$ cat config.mk
export PLATFORM = sky130hd
export DESIGN_NAME = instr_fetch_unit
export DESIGN_NICKNAME = d
export VERILOG_FILES = /design/src/rtl/mips_pkg.sv /design/src/rtl/branch_target_calc.sv /design/src/rtl/instr_fetch_unit.sv
export SDC_FILE = /design/constraint.sdc
export NUM_CORES = 1
export LEC_CHECK = 0
export ABC_AREA = 1
export CAP_MARGIN = 0
export CORE_ASPECT_RATIO = 0.8
export CORE_MARGIN = 5
export CORE_UTILIZATION = 39
export CTS_CLUSTER_SIZE = 20
export DETAILED_ROUTE_END_ITERATION = 12
export GPL_TIMING_DRIVEN = 0
export HOLD_SLACK_MARGIN = 0.15
export PLACE_DENSITY = 0.77
export SLEW_MARGIN = 15
export SYNTH_ARGS = -nofsm -noshare
export SYNTH_HDL_FRONTEND = slang
export SYNTH_SLANG_ARGS = --single-unit
$ cat constraint.sdc
create_clock -name Clk -period 2.46 [get_ports Clk]
set_input_delay 0.492 -clock Clk [delete_from_list [all_inputs] [get_ports Clk]]
set_output_delay 0.492 -clock Clk [all_outputs]
set_load 0.02 [all_outputs]
$ cat src/rtl/mips_pkg.sv
// mips_pkg: shared types and constants for the MIPS-subset datapath.
// Rev 1.0
`default_nettype none

package mips_pkg;

   localparam int INSTR_W = 32;

   typedef enum logic [1:0] {
      IDLE  = 2'd0,
      REQ   = 2'd1,
      WAIT  = 2'd2,
      VALID = 2'd3
   } if_state_t;

   localparam logic [5:0] OP_RTYPE = 6'b000000;
   localparam logic [5:0] OP_BNE   = 6'b000101;
   localparam logic [5:0] OP_LW    = 6'b100011;
   localparam logic [5:0] OP_SW    = 6'b101011;

endpackage

`default_nettype wire

$ cat src/rtl/branch_target_calc.sv
// branch_target_calc: combinational pc+4 and bne target (pc+4 + sext(imm)<<2).
// Rev 1.0
`default_nettype none

module branch_target_calc #(
   parameter int ADDR_W = 32
) (
   input  logic [ADDR_W-1:0] i_pc,
   input  logic [15:0]       i_imm,
   output logic [ADDR_W-1:0] o_pc_plus4,
   output logic [ADDR_W-1:0] o_branch_target
);

   logic [ADDR_W-1:0] w_offset;

   assign w_offset        = {{(ADDR_W-18){i_imm[15]}}, i_imm, 2'b00};
   assign o_pc_plus4      = i_pc + ADDR_W'(4);
   assign o_branch_target = o_pc_plus4 + w_offset;

endmodule

`default_nettype wire

$ cat src/rtl/instr_fetch_unit.sv
// instr_fetch_unit: PC + instruction fetch over req/ready, field decode, next-PC select.
// Optional macro IF_PERF_COUNT_EN adds cyc_count / instr_count. Rev 1.0
`default_nettype none

module instr_fetch_unit
   import mips_pkg::*;
#(
   parameter int              ADDR_W   = 32,
   parameter logic [ADDR_W-1:0] RESET_PC = '0
) (
   input  logic              Clk,
   input  logic              Rst,
   output logic              imem_req,
   output logic [ADDR_W-1:0] imem_addr,
   input  logic [31:0]       imem_rdata,
   input  logic              imem_ready,
   output logic              instr_valid,
   input  logic              instr_ack,
   input  logic              PCSrc,
   output logic [5:0]        op,
   output logic [4:0]        rs,
   output logic [4:0]        rt,
   output logic [4:0]        rd,
   output logic [4:0]        shamt,
   output logic [5:0]        func,
   output logic [15:0]       imm,
   output logic [ADDR_W-1:0] pc,
   output logic [ADDR_W-1:0] pc_plus4
`ifdef IF_PERF_COUNT_EN
   ,
   output logic [31:0]       cyc_count,
   output logic [31:0]       instr_count
`endif
);

   localparam logic [ADDR_W-1:0] c_RESET_PC_ALIGNED = {RESET_PC[ADDR_W-1:2], 2'b00};

   if_state_t          r_state;
   if_state_t          w_state_nxt;
   logic [ADDR_W-1:0]  r_pc;
   logic [INSTR_W-1:0] r_instr;
   logic               r_req;
   logic               r_valid;
   logic [ADDR_W-1:0]  w_pc_plus4;
   logic [ADDR_W-1:0]  w_branch_target;
   logic [ADDR_W-1:0]  w_pc_sel;
   logic               w_fetch_done;
   logic               w_ack;

   branch_target_calc #(
      .ADDR_W (ADDR_W)
   ) u_btc (
      .i_pc            (r_pc),
      .i_imm           (r_instr[15:0]),
      .o_pc_plus4      (w_pc_plus4),
      .o_branch_target (w_branch_target)
   );

   // r_req / r_valid mirror the state so handshake outputs come straight from flops
   assign w_fetch_done = r_req & imem_ready;
   assign w_ack        = r_valid & instr_ack;
   assign w_pc_sel     = PCSrc ? w_branch_target : w_pc_plus4;

   always_comb begin
      w_state_nxt = r_state;
      case (r_state)
         IDLE:     w_state_nxt = REQ;
         REQ:      w_state_nxt = imem_ready ? VALID : WAIT;
         WAIT:     w_state_nxt = imem_ready ? VALID : WAIT;
         VALID:    w_state_nxt = instr_ack  ? REQ   : VALID;
         default:  w_state_nxt = IDLE;
      endcase
   end

   always_ff @(posedge Clk) begin
      if (Rst) begin
         r_state <= IDLE;
         r_pc    <= c_RESET_PC_ALIGNED;
         r_instr <= '0;
         r_req   <= 1'b0;
         r_valid <= 1'b0;
      end else begin
         r_state <= w_state_nxt;
         r_req   <= (w_state_nxt == REQ) || (w_state_nxt == WAIT);
         r_valid <= (w_state_nxt == VALID);
         if (w_fetch_done) begin
            r_instr <= imem_rdata;
         end
         if (w_ack) begin
            r_pc <= {w_pc_sel[ADDR_W-1:2], 2'b00};
         end
      end
   end

`ifdef IF_PERF_COUNT_EN
   logic [31:0] r_cyc_count;
   logic [31:0] r_instr_count;

   always_ff @(posedge Clk) begin
      if (Rst) begin
         r_cyc_count   <= '0;
         r_instr_count <= '0;
      end else begin
         r_cyc_count <= r_cyc_count + 32'd1;
         if (w_ack) begin
            r_instr_count <= r_instr_count + 32'd1;
         end
      end
   end

   assign cyc_count   = r_cyc_count;
   assign instr_count = r_instr_count;
`endif

   assign imem_req    = r_req;
   assign imem_addr   = r_pc;
   assign instr_valid = r_valid;
   assign pc          = r_pc;
   assign pc_plus4    = w_pc_plus4;
   assign op          = r_instr[31:26];
   assign rs          = r_instr[25:21];
   assign rt          = r_instr[20:16];
   assign rd          = r_instr[15:11];
   assign shamt       = r_instr[10:6];
   assign func        = r_instr[5:0];
   assign imm         = r_instr[15:0];

endmodule

`default_nettype wire

== Word level (Yosys, flattened, before mapping) ==
Cells that the tools add are included.
Operators by class
  add/subtract/negate cells: 2
  eq/ne operators: 6
  multiplexer cells: 4
  bitwise logic cells: 2
  reductions and logical operators: 3
Operator list (count)
  $add 32x3->32 const B: 1
  $add 32x32->32: 1
  $mux 32: 1
  $eq 2x2->1 const B: 4
  $pmux 2 s3: 1
  $eq 2x1->1 const B: 2
  $and 1x1->1: 2
  $logic_not 2->1: 1
  $mux 2: 1
  $reduce_or 2->1: 1
  $logic_or 1x1->1: 1
  $mux 1: 1
Word-level totals
  register bits: 66
  output and inout bits: 146

== Longest topological paths before layout ==
  depth in word-level cells: 5
  depth in mapped cells: 25
  mapped depth without buffers: 25

== Cells and area by module ==
A second synthesis with hierarchy kept.
Second synthesis, totals
  cells, all modules: 1022
  area total of the unflattened synthesis: 6100.9 sq um
By module, submodules not included
  instr_fetch_unit: times used 1, cells an instance 475, area an instance 3236.9 sq um, sequential area each 1321.3 sq um
  branch_target_calc: times used 1, cells an instance 547, area an instance 2864.0 sq um, sequential area each 0.0 sq um

== Worst setup path after synthesis ==
Ideal clock, no wire load.
  path type: reg-to-reg
  start point: reg r_pc[3], in the netlist imem_addr[3]
  end point: reg r_pc[29], in the netlist imem_addr[29]
  library setup time: 132 ps
  arrival: 2919 ps
  required time: 2328 ps
  path slack: -591 ps
  stages on the path, launching flop included: 20
  buffers on the path: 0
  clock period less this slack: 3051 ps
  path through: dfxtp_1 -> ha_1 -> nand2_1 -> inv_1 -> nand2_1 -> inv_1 -> nand2_1 -> nor2_2 -> xor2_1 -> ha_1 -> a21oi_1 -> nor2_1 -> nor2_1 -> nand2_1 -> a21oi_1 -> nand2_1 -> nand2_1 -> nand3_1 -> nand2_1 -> a21oi_1
On the way
  word-level cells in the longest chain between the ends: 3
RTL lines
  from (decl): line instr_fetch_unit.sv:40  | logic [ADDR_W-1:0] r_pc;
  from (signal assigned): line instr_fetch_unit.sv:78  | r_pc <= c_RESET_PC_ALIGNED;
  from (signal assigned): line instr_fetch_unit.sv:90  | r_pc <= {w_pc_sel[ADDR_W-1:2], 2'b00};
  $add 32x3->32: line branch_target_calc.sv:17  | assign o_pc_plus4 = i_pc + ADDR_W'(4);
  net pc_plus4[18]: line instr_fetch_unit.sv:28  | output logic [ADDR_W-1:0] pc_plus4
  $add 32x32->32: line branch_target_calc.sv:18  | assign o_branch_target = o_pc_plus4 + w_offset;
  $mux 32: line instr_fetch_unit.sv:62  | assign w_pc_sel = PCSrc ? w_branch_target : w_pc_plus4;
The timed path passes the listed nets, and every way through them passes these cells.
A chain may end at the register's enable or synchronous reset.

== Worst setup path in the final report ==
  start point: reg r_pc[6], in the netlist imem_addr[6]
  end point: reg r_pc[26], in the netlist imem_addr[26]
On the way
  word-level cells in the longest chain between the ends: 3
RTL lines (line)
  $add 32x3->32 *: branch_target_calc.sv:17
  $add 32x32->32: branch_target_calc.sv:18
  $mux 32 *: instr_fetch_unit.sv:62
Every way passes the cells marked *; elsewhere a longest branch is shown, timed or not.

==> results.tsv <==
stage	metric	value	unit
die	fp.dieW	148	um
clocking	numCtsBuffers	9	
detailed_routing	wl_per_cell	18.1	um
worst_setup_path	max_stage_delay	0.39	ns
die	die-area	17800	um2
worst_setup_path	r2r_end	imem_addr[26]	
worst_setup_path	reg2reg_slack	-0.49	ns
placement	dp_cells	1364	
detailed_routing	firstDrtPassIters	6	
detailed_routing	drt_iter0_drc	1088	
worst_setup_path	cpMostUsedCell	nand2_2	
placement	pre_cts_ws	-0.599	ns
min_path	hold-path-endpoint	r_instr[30]	
yosys	yosysSeqAreaShare	22.3	%
detailed_routing	drc	0	
worst_setup_path	cp.required	2.67	ns
min_path	whs_path_depth	2	
final_layout	area_delta_synth_final	70.3	%
final_layout	stdcell_count	1444	
final_layout	multi_input_area	4990	um2
global_route	grt-ovfl-total	0	
detailed_routing	num_vias	7886	
clocking	clock_path_buffers	2	
die	ios	183	
die	initial_core_util	39.7	%
yosys	synth-async-reset-ratio	0	%
final_layout	final_common_cell	nand2_1	
yosys	syn-cell-area	5940	um2
worst_setup_path	crit_chain	nand2_2, nor2_2, nand2_4, nor2_4, nand2_4, nor2_4, xnor2_2, inv_2, ha_4, nand2_4, inv_2, nand2_2, nand2_2, buf_6, inv_1, nand2_1, nand2_2, nand3_1, nand2_1, nand3_1, nand2_1, a21oi_1	
min_path	hold_start	r_instr[30]	
worst_setup_path	cpLargestDelayFamily	simple AND/OR/NAND/NOR gates	
global_route	grt_max_degree	25	
yosys	yosys_warnings	0	
flow_run	maxCapViolCount	0	
worst_setup_path	setup.worst_path.class	reg -> reg	
placement	dpl_cell_area	8290	um2
clocking	clk_latency	0.35	ns
worst_setup_path	reg2reg_from	imem_addr[6]	
sta	rsz0062_at_grt	true	
sta	worst_slew_pin_slew	0.699	ns
yosys	synth_cell_types	37	
sta	post-route-min-period	2.95	ns
yosys	avgSynthCellArea	5.96	um2
min_path	hp-class	reg -> reg	
sta	finalHoldViolCount	0	
final_layout	final_cell_mix	225 x nand2_1, 146 x clkdlybuf4s50_1, 105 x nor2_1, 105 x buf_4, 101 x inv_1	
status	run_status	finished, violations left	
detailed_routing	drt-total-wl	26200	um
die	die-height	120	um
yosys	synth_flop_cell	dfxtp_1	
sta	tns	-7.93	ns
final_layout	diodes	0	
power	powerDensity	400	nW/um2
global_route	grt_pass1_wl	37600	um
placement	gp_congestion	0.975	
final_layout	finish.instance_area	10100	um2
sta	relSlewSlack	53.4	%
status	violations	setup timing	
global_route	grt_pass1_vias	7241	
clocking	cts-root-buf	clkbuf_16	
yosys	synth_edf_count	0	
sta	fin_crit_sh	120	%
die	coreArea	15000	um2
sta	setup_violations	28	
placement	dp_hpwl	17500	um
global_route	antenna_found_initial	0	
detailed_routing	ant_nets	0	
placement	port_buffers	174	
worst_setup_path	worst_setup_path_end_kind	flop	
yosys	syn_inst	996	
clocking	tritoncts	yes	
die	placementRows	40	
worst_setup_path	slowest_stage	dfxtp_4	
global_route	gr-usage-all-layers	26.5	%
worst_setup_path	cp.depth	22	
power	leakage	4.58	nW
final_layout	drive_above_1_share	33.0	%
worst_setup_path	cp_num_buf_inv	4	
clocking	cts_sinks	66	
sta	fmax	339	MHz
clocking	cts_max_level	3	
worst_setup_path	path_max_fanout	5	
worst_setup_path	start_kind	flop	
worst_setup_path	ff2ff_path_depth	22	
power	vdd_drop_max	412	uV
worst_setup_path	cp.arrival	3.15	ns
final_layout	fillers	1135	
sta	fin_skew	0.00920	ns
final_layout	final-seq-area	1390	um2
detailed_routing	viasPerCell	5.46	
sta	worst_slack	-0.486	ns
clocking	path_clk_slew	0.06	ns
sta	finalMaxSlewViolations	0	
final_layout	nets	1327	
yosys	ys_seq_elements	66	
-- registers in the layout, summed over array words and instances (netlist names) --
name / cells
imem_addr: 30
imem_req: 1
instr_valid: 1
r_instr: 32
r_state: 2
-- worst max-delay path by stage --
stage	endpoint	startpoint	slack, ns
6_report	imem_addr[26]	imem_addr[6]	-0.49
5_1_grt	imem_addr[28]	imem_addr[17]	-0.60
4_1_cts	imem_addr[31]	imem_addr[2]	-0.25
3_5_place_dp	imem_addr[16]	imem_addr[9]	-0.60
3_3_place_gp	imem_addr[16]	imem_addr[9]	-0.55
2_1_floorplan	imem_addr[22]	imem_addr[2]	-0.20
-- synth_stat cells, types with 3 or more instances --
cell | instances | area, um2
inv_1 | 121 | 454
nor2_4 | 3 | 33.8
nor3_1 | 4 | 20.0
clkbuf_1 | 20 | 75.1
nor2_2 | 5 | 31.3
dfxtp_1 | 66 | 1320
nand3b_1 | 6 | 45.0
nand3_1 | 55 | 275
buf_4 | 52 | 390
xnor2_1 | 7 | 61.3
a21oi_1 | 53 | 265
nand2_1 | 295 | 1110
ha_1 | 39 | 488
a31oi_1 | 9 | 56.3
o21bai_1 | 7 | 52.6
nor2_1 | 135 | 507
and2_1 | 6 | 37.5
o21ai_1 | 4 | 20.0
nand4_1 | 8 | 50.1
buf_1 | 3 | 11.3
o211ai_1 | 3 | 22.5
xor2_1 | 19 | 166
o21ai_0 | 58 | 290
-- tightest hold or removal path: stages (launching register included) --
cell     delay (ns)
dfxtp_1        0.32
nor2_1         0.04
nor2_1         0.08
-- power by group --
group / switching (W) / leakage, nW / internal [W] / total, W
Sequential: 0.000153 / 0.555 / 0.00115 / 0.00130
Clock: 0.000536 / 0.151 / 0.000802 / 0.00134
Combinational: 0.000749 / 3.87 / 0.000658 / 0.00141
Total: 0.00144 / 4.58 / 0.00261 / 0.00405
-- repair_timing --
action | 4_1_cts | 5_1_grt
cloned | 0 | 0
endpoints found under the hold margin | 0 | 0
setup buffers | 41 | 26
setup endpoints to repair | 50 | 47
pin swaps | 78 | 66
gates resized for setup | 221 | 137
hold buffers | 0 | 0
-- layer usage --
layer  GRT usage, %  part of all wire [%]  vias to the layer above
li1               -                     -                     3597
met1           34.3                    38                     3642
met2           43.1                    46                      531
met3           7.34                    12                      116
met4           8.25                   3.7                        0
met5              0                     0                        -
-- area by class of cell --
type | instances | share of cell area [%]
sequential | 66 | 13.8
multi-input combinational | 736 | 49.4
buffer | 77 | 4.81
clock buffer | 9 | 2.23
clock inverter | 7 | 0.817
timing repair buffer | 238 | 22.0
inverter | 122 | 4.64
tap | 189 | 2.34
-- cells by family (layout without fill, tap and decap cells) --
kind of cell	Yosys count	count (layout)	synth area share, %
xor+xnor	27	27	4.11
other cells	1	6	0.0632
buf+inv	199	453	15.9
fa+ha+maj	40	40	8.56
simple gates	524	524	36.5
compound gates	139	139	12.6
flops	66	66	22.3
-- stage by stage --
step | hold WS, ns | utilization [%] | total power [W]
2_1_floorplan | 0.542 | - | 0.00198
3_3_place_gp | 0.461 | 55.4 | 0.00248
3_5_place_dp | 0.473 | 55.4 | 0.00249
4_1_cts | 0.486 | 63.9 | 0.00395
5_1_grt | 0.509 | 67.6 | 0.00421
6_report | 0.483 | 67.6 | 0.00405
Power figures use the tool's default switching activity.
